--- config.mk ---
export PLATFORM = sky130hd
export DESIGN_NAME = wb_fifo_port_flat
export DESIGN_NICKNAME = d
export VERILOG_FILES = /design/src/rtl/wb_fifo_port_if.sv /design/src/rtl/wb_fifo_port.sv /design/src/flat_wrapper.sv
export SDC_FILE = /design/constraint.sdc
export NUM_CORES = 1
export LEC_CHECK = 0
export ABC_AREA = 1
export CORE_MARGIN = 3
export CORE_UTILIZATION = 50
export CTS_CLUSTER_SIZE = 28
export DETAILED_ROUTE_END_ITERATION = 8
export PLACE_DENSITY_LB_ADDON = 0.3
export REMOVE_ABC_BUFFERS = 1
export SYNTH_ARGS = -nofsm -noshare
export SYNTH_HDL_FRONTEND = slang
export SYNTH_SLANG_ARGS = --single-unit
--- constraint.sdc ---
create_clock -name clk -period 6.16 [get_ports clk]
set_clock_uncertainty 0.1 [all_clocks]
set_input_delay 0.616 -clock clk [delete_from_list [all_inputs] [get_ports clk]]
set_output_delay 0.616 -clock clk [all_outputs]
set_load 0.03 [all_outputs]
--- src/rtl/wb_fifo_port_if.sv ---
// Wishbone classic register-window signals for the buffered stream port.
// The slave modport is used by wb_fifo_port; the master modport by whatever
// drives the I/O sub-bus.
interface wb_fifo_port_if;
  logic [1:0]  adr_i;
  logic [31:0] dat_i;
  logic [31:0] dat_o;
  logic [3:0]  sel_i;
  logic        we_i;
  logic        stb_i;
  logic        cyc_i;
  logic        ack_o;
  logic        err_o;

  modport slave (
    input  adr_i, dat_i, sel_i, we_i, stb_i, cyc_i,
    output dat_o, ack_o, err_o
  );

  modport master (
    output adr_i, dat_i, sel_i, we_i, stb_i, cyc_i,
    input  dat_o, ack_o, err_o
  );
endinterface

--- src/rtl/wb_fifo_port.sv ---
// Buffered Wishbone-to-stream bridge. A DATA/STATUS/CONTROL register window
// fronts a TX FIFO (bus -> device stream) and an RX FIFO (device stream ->
// bus), with occupancy reporting, flushes, sticky TX overflow and a level irq.
module wb_fifo_port #(
  parameter int DATA_WIDTH = 8,
  parameter int DEPTH_LOG2 = 4
) (
  input  logic                  clk,
  input  logic                  rst,
  wb_fifo_port_if.slave         wb,
  output logic                  irq,
  output logic [DATA_WIDTH-1:0] write_data,
  output logic                  write_valid,
  input  logic                  write_ready,
  input  logic [DATA_WIDTH-1:0] read_data,
  input  logic                  read_valid,
  output logic                  read_ready
);

  localparam int DEPTH = 1 << DEPTH_LOG2;
  localparam int PW    = DEPTH_LOG2;
  localparam int CW    = DEPTH_LOG2 + 1;

  localparam logic [1:0] ADR_DATA   = 2'd0;
  localparam logic [1:0] ADR_STATUS = 2'd1;
  localparam logic [1:0] ADR_CTRL   = 2'd2;

  // FIFO storage and bookkeeping
  logic [DATA_WIDTH-1:0] tx_mem_q [DEPTH];
  logic [DATA_WIDTH-1:0] rx_mem_q [DEPTH];
  logic [PW-1:0]         tx_wr_ptr_q, tx_rd_ptr_q, rx_wr_ptr_q, rx_rd_ptr_q;
  logic [CW-1:0]         tx_count_q, tx_count_d, rx_count_q, rx_count_d;

  // Register window state
  logic        rx_irq_en_q, tx_irq_en_q, tx_ovf_q;
  logic        ack_q, ack_d, err_q, err_d, irq_q;
  logic [31:0] dat_q, dat_d;

  // Per-edge events decoded from the bus request and the stream handshakes
  logic req, tx_push, tx_pop, rx_push, rx_pop;
  logic ctrl_we, rx_flush, tx_flush, ovf_set, ovf_clr;
  logic tx_full, tx_empty, rx_full, rx_nonempty;
  logic [31:0] status_word, rx_word;

  assign tx_full     = (tx_count_q == CW'(DEPTH));
  assign tx_empty    = (tx_count_q == '0);
  assign rx_full     = (rx_count_q == CW'(DEPTH));
  assign rx_nonempty = (rx_count_q != '0);

  assign write_valid = !tx_empty;
  assign write_data  = tx_mem_q[tx_rd_ptr_q];
  // Held low while reset is asserted so the producer never sees a ready
  // FIFO that is about to be cleared.
  assign read_ready  = rst & !rx_full;

  assign tx_pop  = write_valid & write_ready;
  assign rx_push = read_valid & read_ready;

  // A new request is ignored during the single termination cycle.
  assign req = wb.stb_i & wb.cyc_i & !ack_q & !err_q;

  assign wb.dat_o = dat_q;
  assign wb.ack_o = ack_q;
  assign wb.err_o = err_q;
  assign irq      = irq_q;

  // Assemble the STATUS and DATA read words with counts zero-extended.
  always_comb begin
    status_word                = '0;
    status_word[CW-1:0]        = rx_count_q;
    status_word[8 +: CW]       = tx_count_q;
    status_word[16]            = rx_nonempty;
    status_word[17]            = tx_full;
    status_word[18]            = tx_empty;
    status_word[19]            = tx_ovf_q;
    rx_word                    = '0;
    rx_word[DATA_WIDTH-1:0]    = rx_mem_q[rx_rd_ptr_q];
    rx_word[31]                = 1'b1;
  end

  // Decode one bus request into its termination, read data and side effects.
  always_comb begin
    // NOTE: every output of this block gets a default first, so no path
    // leaves one unassigned and no latch is inferred.
    ack_d    = 1'b0;
    err_d    = 1'b0;
    dat_d    = dat_q;
    tx_push  = 1'b0;
    rx_pop   = 1'b0;
    ctrl_we  = 1'b0;
    rx_flush = 1'b0;
    tx_flush = 1'b0;
    ovf_set  = 1'b0;
    ovf_clr  = 1'b0;
    if (req) begin
      ack_d = 1'b1;
      dat_d = '0;
      case (wb.adr_i)
        ADR_DATA: begin
          if (wb.we_i) begin
            if (wb.sel_i[0]) begin
              if (tx_full) begin
                ack_d   = 1'b0;
                err_d   = 1'b1;
                ovf_set = 1'b1;
              end else begin
                tx_push = 1'b1;
              end
            end
          end else if (rx_nonempty) begin
            dat_d  = rx_word;
            rx_pop = 1'b1;
          end
        end
        ADR_STATUS: begin
          if (!wb.we_i) dat_d = status_word;
        end
        ADR_CTRL: begin
          if (wb.we_i) begin
            ctrl_we = wb.sel_i[0];
            if (wb.sel_i[1]) begin
              rx_flush = wb.dat_i[8];
              tx_flush = wb.dat_i[9];
              ovf_clr  = wb.dat_i[10];
            end
          end else begin
            dat_d = {30'b0, tx_irq_en_q, rx_irq_en_q};
          end
        end
        default: begin
          ack_d = 1'b0;
          err_d = 1'b1;
        end
      endcase
    end
  end

  // Occupancy next-state: simultaneous push and pop leave the count unchanged.
  always_comb begin
    tx_count_d = tx_count_q;
    rx_count_d = rx_count_q;
    case ({tx_push, tx_pop})
      2'b10:   tx_count_d = tx_count_q + CW'(1);
      2'b01:   tx_count_d = tx_count_q - CW'(1);
      default: tx_count_d = tx_count_q;
    endcase
    case ({rx_push, rx_pop})
      2'b10:   rx_count_d = rx_count_q + CW'(1);
      2'b01:   rx_count_d = rx_count_q - CW'(1);
      default: rx_count_d = rx_count_q;
    endcase
  end

  // TX FIFO pointers and count; a flush overrides a same-edge stream pop.
  always_ff @(posedge clk or negedge rst) begin
    // NOTE: state uses non-blocking assignments so every register samples
    // pre-edge values regardless of block evaluation order.
    if (!rst) begin
      tx_wr_ptr_q <= '0;
      tx_rd_ptr_q <= '0;
      tx_count_q  <= '0;
    end else if (tx_flush) begin
      tx_wr_ptr_q <= '0;
      tx_rd_ptr_q <= '0;
      tx_count_q  <= '0;
    end else begin
      if (tx_push) tx_wr_ptr_q <= tx_wr_ptr_q + PW'(1);
      if (tx_pop)  tx_rd_ptr_q <= tx_rd_ptr_q + PW'(1);
      tx_count_q <= tx_count_d;
    end
  end

  // RX FIFO pointers and count; a flush discards a same-edge stream push.
  always_ff @(posedge clk or negedge rst) begin
    if (!rst) begin
      rx_wr_ptr_q <= '0;
      rx_rd_ptr_q <= '0;
      rx_count_q  <= '0;
    end else if (rx_flush) begin
      rx_wr_ptr_q <= '0;
      rx_rd_ptr_q <= '0;
      rx_count_q  <= '0;
    end else begin
      if (rx_push) rx_wr_ptr_q <= rx_wr_ptr_q + PW'(1);
      if (rx_pop)  rx_rd_ptr_q <= rx_rd_ptr_q + PW'(1);
      rx_count_q <= rx_count_d;
    end
  end

  // FIFO storage writes; contents are only observed behind a valid count.
  always_ff @(posedge clk) begin
    // NOTE: the word arrays are deliberately not reset; pointers and counts
    // define validity, and leaving them out keeps them in plain RAM.
    if (tx_push) tx_mem_q[tx_wr_ptr_q] <= wb.dat_i[DATA_WIDTH-1:0];
    if (rx_push) rx_mem_q[rx_wr_ptr_q] <= read_data;
  end

  // Bus termination, read data, control bits, sticky overflow and irq.
  always_ff @(posedge clk or negedge rst) begin
    if (!rst) begin
      ack_q       <= 1'b0;
      err_q       <= 1'b0;
      dat_q       <= '0;
      rx_irq_en_q <= 1'b0;
      tx_irq_en_q <= 1'b0;
      tx_ovf_q    <= 1'b0;
      irq_q       <= 1'b0;
    end else begin
      ack_q <= ack_d;
      err_q <= err_d;
      dat_q <= dat_d;
      if (ctrl_we) begin
        rx_irq_en_q <= wb.dat_i[0];
        tx_irq_en_q <= wb.dat_i[1];
      end
      if (ovf_set)      tx_ovf_q <= 1'b1;
      else if (ovf_clr) tx_ovf_q <= 1'b0;
      irq_q <= (rx_irq_en_q & rx_nonempty) | (tx_irq_en_q & tx_empty);
    end
  end

endmodule
--- src/flat_wrapper.sv ---
// flat-port wrapper written by rule: the top's interface ports become plain ports
module wb_fifo_port_flat 
#(
  parameter int DATA_WIDTH = 8,
  parameter int DEPTH_LOG2 = 4
)
  (clk, rst, irq, write_data, write_valid, write_ready, read_data, read_valid, read_ready, wb_adr_i, wb_dat_i, wb_sel_i, wb_we_i, wb_stb_i, wb_cyc_i, wb_dat_o, wb_ack_o, wb_err_o);
  wb_fifo_port_if wb_i ();
  input  logic clk;
  input  logic rst;
  output logic irq;
  output logic [DATA_WIDTH-1:0] write_data;
  output logic write_valid;
  input  logic write_ready;
  input  logic [DATA_WIDTH-1:0] read_data;
  input  logic read_valid;
  output logic read_ready;
  input wire logic [$bits(wb_i.adr_i)-1:0] wb_adr_i;
  input wire logic [$bits(wb_i.dat_i)-1:0] wb_dat_i;
  input wire logic [$bits(wb_i.sel_i)-1:0] wb_sel_i;
  input wire logic [$bits(wb_i.we_i)-1:0] wb_we_i;
  input wire logic [$bits(wb_i.stb_i)-1:0] wb_stb_i;
  input wire logic [$bits(wb_i.cyc_i)-1:0] wb_cyc_i;
  output wire logic [$bits(wb_i.dat_o)-1:0] wb_dat_o;
  output wire logic [$bits(wb_i.ack_o)-1:0] wb_ack_o;
  output wire logic [$bits(wb_i.err_o)-1:0] wb_err_o;
  assign wb_i.adr_i = wb_adr_i;
  assign wb_i.dat_i = wb_dat_i;
  assign wb_i.sel_i = wb_sel_i;
  assign wb_i.we_i = wb_we_i;
  assign wb_i.stb_i = wb_stb_i;
  assign wb_i.cyc_i = wb_cyc_i;
  assign wb_dat_o = wb_i.dat_o;
  assign wb_ack_o = wb_i.ack_o;
  assign wb_err_o = wb_i.err_o;
  wb_fifo_port #(.DATA_WIDTH(DATA_WIDTH), .DEPTH_LOG2(DEPTH_LOG2)) u_core (.clk(clk), .rst(rst), .wb(wb_i), .irq(irq), .write_data(write_data), .write_valid(write_valid), .write_ready(write_ready), .read_data(read_data), .read_valid(read_valid), .read_ready(read_ready));
endmodule
==> reports/metrics.yaml <==
outcome:
  status: "complete, no violations"
placement:
  post-place-cells: 1585
  finalWeightedCongestion: 0.812
  port_buffers: 60
  pre_cts_slack_ps: 2480
  hpwl_um: 17500
final_layout:
  n_antenna_cell: 0
  final_util_pct: 58.2
  drive_above_1_share_pct: 6.42
  final_cells: 1643
  fin_nets: 1358
  nFillCells: 2155
  syn_to_final_growth_pct: 14.2
yosys:
  synth_area_leaders: "edfxtp_1 (58%), dfrtp_1 (9.4%), nand2_1 (7.4%)"
  synth.top_cell.area_share_pct: 57.7
  ys_ff_latch: 306
  synth_mux_area_share_pct: 0
  synth_top_family_by_area: "simple AND/OR/NAND/NOR gates"
  ys_types: 31
  yosys.area.top_type: "edfxtp_1"
  synth_xor_area_share_pct: 0.855
  yosysSeqAreaShare_pct: 67.1
  avgSynthCellArea_um2: 10.9
  synth_adder_area_share_pct: 2.12
  yosys_warnings: 0
  synth_compound_area_share_pct: 7.13
  syn_area_um2: 13300
  yosys.area_share.simple_pct: 16.7
  synthesis.instances: 1221
cts:
  cts_hold_buf: 0
  cts_root_buf: "clkbuf_16"
  clkLatencyLatePin_ps: 570
  path_clk_slew_ps: 60
  cts.sinks: 306
  post_cts_buffers: 0
  clockBufferDepth: 3
  cts_htree_levels: 1
  cts_tree: "built"
  numCtsBuffers: 31
  cts-resized-gates: 0
worst_setup_path:
  start_kind: "flip-flop"
  startpoint: "u_core.tx_rd_ptr_q[2]"
  arrival_ps: 3590
  critPathMaxFanout: 19
  critical_path_required_ps: 5440
  regToRegStartpoint: "u_core.wb.ack_o"
  endpoint_kind: "primary output"
  worstSetupPathType: "flip-flop to primary output"
timing:
  rsz0062_at_grt: "no"
  final-hold-violation-count: 0
  setup_tns_ps: 0
  fmax_ghz: 0.232
  setup_violations: 0
  whs_ps: 145
  worstMarginPinSlew_ps: 1250
  timing.final.crit_share_pct: 69.9
  report.final.slew_viol_count: 0
  worst_slew_margin_rel_pct: 16.2
  fin_ws_ps: 1850
  period_minus_slack_ps: 4310
global_route:
  grt_pass1_vias: 8594
  grt_pass1_wl_um: 45400
  grt-ovfl-total: 0
  antenna_found_initial: 0
  track_usage_pct: 19.8
  grt_max_degree: 83
detailed_routing:
  drc: 0
  drt-pass1-iter-count: 5
  vias: 8863
  dr.first_iter.drc_count: 839
  drt_wl_total_um: 28700
  wire_per_inst_um: 17.5
  ant_nets: 0
  routed_via_density: 5.39
power_and_ir_drop:
  power_density_nw_per_um2: 430
  ir_drop_v: 0.000262
  leakage_nw: 5.97
die:
  core_um2: 26100
  placementRows: 59
  die-area_um2: 28600
  start_util_pct: 51.0
  num_io_pins: 98
  die_y_um: 169
  die_w_um: 169
run:
  cap_violations: 0
min_path:
  min_path_type: "input pin to async pin"
[area by class of cell]
type | instances | area, um^2 | share of cell area, %
clock buffers | 38 | 802 | 5.27
clock inverters | 20 | 240 | 1.58
inverters | 110 | 413 | 2.71
multi-input cells | 751 | 3630 | 23.9
flip-flops and latches | 306 | 8940 | 58.8
well taps | 335 | 419 | 2.75
repair buffers | 83 | 768 | 5.05
[worst paths after layout]
check                                        endpoint  slack (ps)  cells after the start
max in group asynchronous       u_core.rx_rd_ptr_q[0]        5350                      2
worst min register to register        u_core.tx_ovf_q         380                      2
worst max-delay path                    write_data[1]        1850                      5
min in group clk                      u_core.tx_ovf_q         380                      2
worst min-delay path            u_core.tx_rd_ptr_q[1]         150                      2
worst max register to register   u_core.rx_count_q[4]        3150                     16
[cells in the mapped netlist]
cell      instances
buf_2            25
buf_6             1
o211ai_1         32
o21ai_0          96
nand2_2           2
a22o_1            1
fa_1              1
nand4_1           6
ha_1             21
nand2_1         264
a22oi_1           5
nand3_1         111
xor2_1           10
xnor2_1           3
inv_2             6
nor2_4            2
clkinv_1          2
conb_1            1
buf_1             3
dfrtp_1          50
buf_4            26
nor2_1          114
clkbuf_1         12
a21oi_1          22
nand3b_1          5
o22ai_1           6
edfxtp_1        256
nor3_1           28
inv_1           102
nor2_2            1
o21ai_1           7
[critical path: stages (launching register included)]
cell             delay [ps]
dfrtp_1                 910
clkinv_1                820
o211ai_1                310
nand3_1                 150
nand2_1                 130
clkdlybuf4s50_1         680
[logic make-up after synthesis]
family,after synthesis
fa+ha+maj,22
flops,306
buf+inv,177
compound gates,169
simple gates,533
xor+xnor,13
other cells,1
[state kept, by name, indices dropped and copies added (netlist names), 4 cells and up]
signal / count
u_core.rx_rd_ptr_q: 4
u_core.tx_rd_ptr_q: 4
u_core.rx_mem_q: 128
u_core.tx_wr_ptr_q: 4
u_core.rx_count_q: 5
u_core.tx_mem_q: 128
u_core.wb.dat_o: 18
u_core.tx_count_q: 5
u_core.rx_wr_ptr_q: 4
[layout by cell type (no fill, tap or decap), drive strengths merged, types with 10 or more instances in the layout]
| cell type | Yosys | layout |
|---|---|---|
| clkdlybuf4s50 | 0 | 59 |
| a21oi | 22 | 22 |
| nor3 | 28 | 28 |
| xor2 | 10 | 10 |
| nand2 | 266 | 266 |
| clkinv | 2 | 14 |
| o211ai | 32 | 32 |
| nor2 | 117 | 117 |
| buf | 55 | 24 |
| ha | 21 | 21 |
| o21ai | 103 | 103 |
| inv | 108 | 110 |
| dfrtp | 50 | 50 |
| clkbuf | 12 | 38 |
| nand3 | 111 | 111 |
| conb | 1 | 14 |
| edfxtp | 256 | 256 |
[per-layer routing]
metal / up-vias / wire length, um / global-route usage [%]
met5: - / 0 / 0
met4: 0 / 767 / 6.05
met3: 64 / 1550 / 2.63
met2: 280 / 13900 / 33.3
met1: 4243 / 12600 / 27.3
li1: 4276 / - / -
[power breakdown]
group / internal [mW] / total (mW) / switching [mW]
logic: 0.669 / 2.03 / 1.36
registers: 2.39 / 2.61 / 0.226
clock network: 1.14 / 1.90 / 0.767
total: 4.20 / 6.55 / 2.35
[per-stage QoR]
step	power [mW]	instance area (um^2)
global route	6.91	15200
CTS	6.58	15200
global placement	4.63	14200
detailed placement	4.68	14200
floorplan	3.94	13000
finish	6.55	15200
Note: power is estimated with default switching activity, not from simulation.
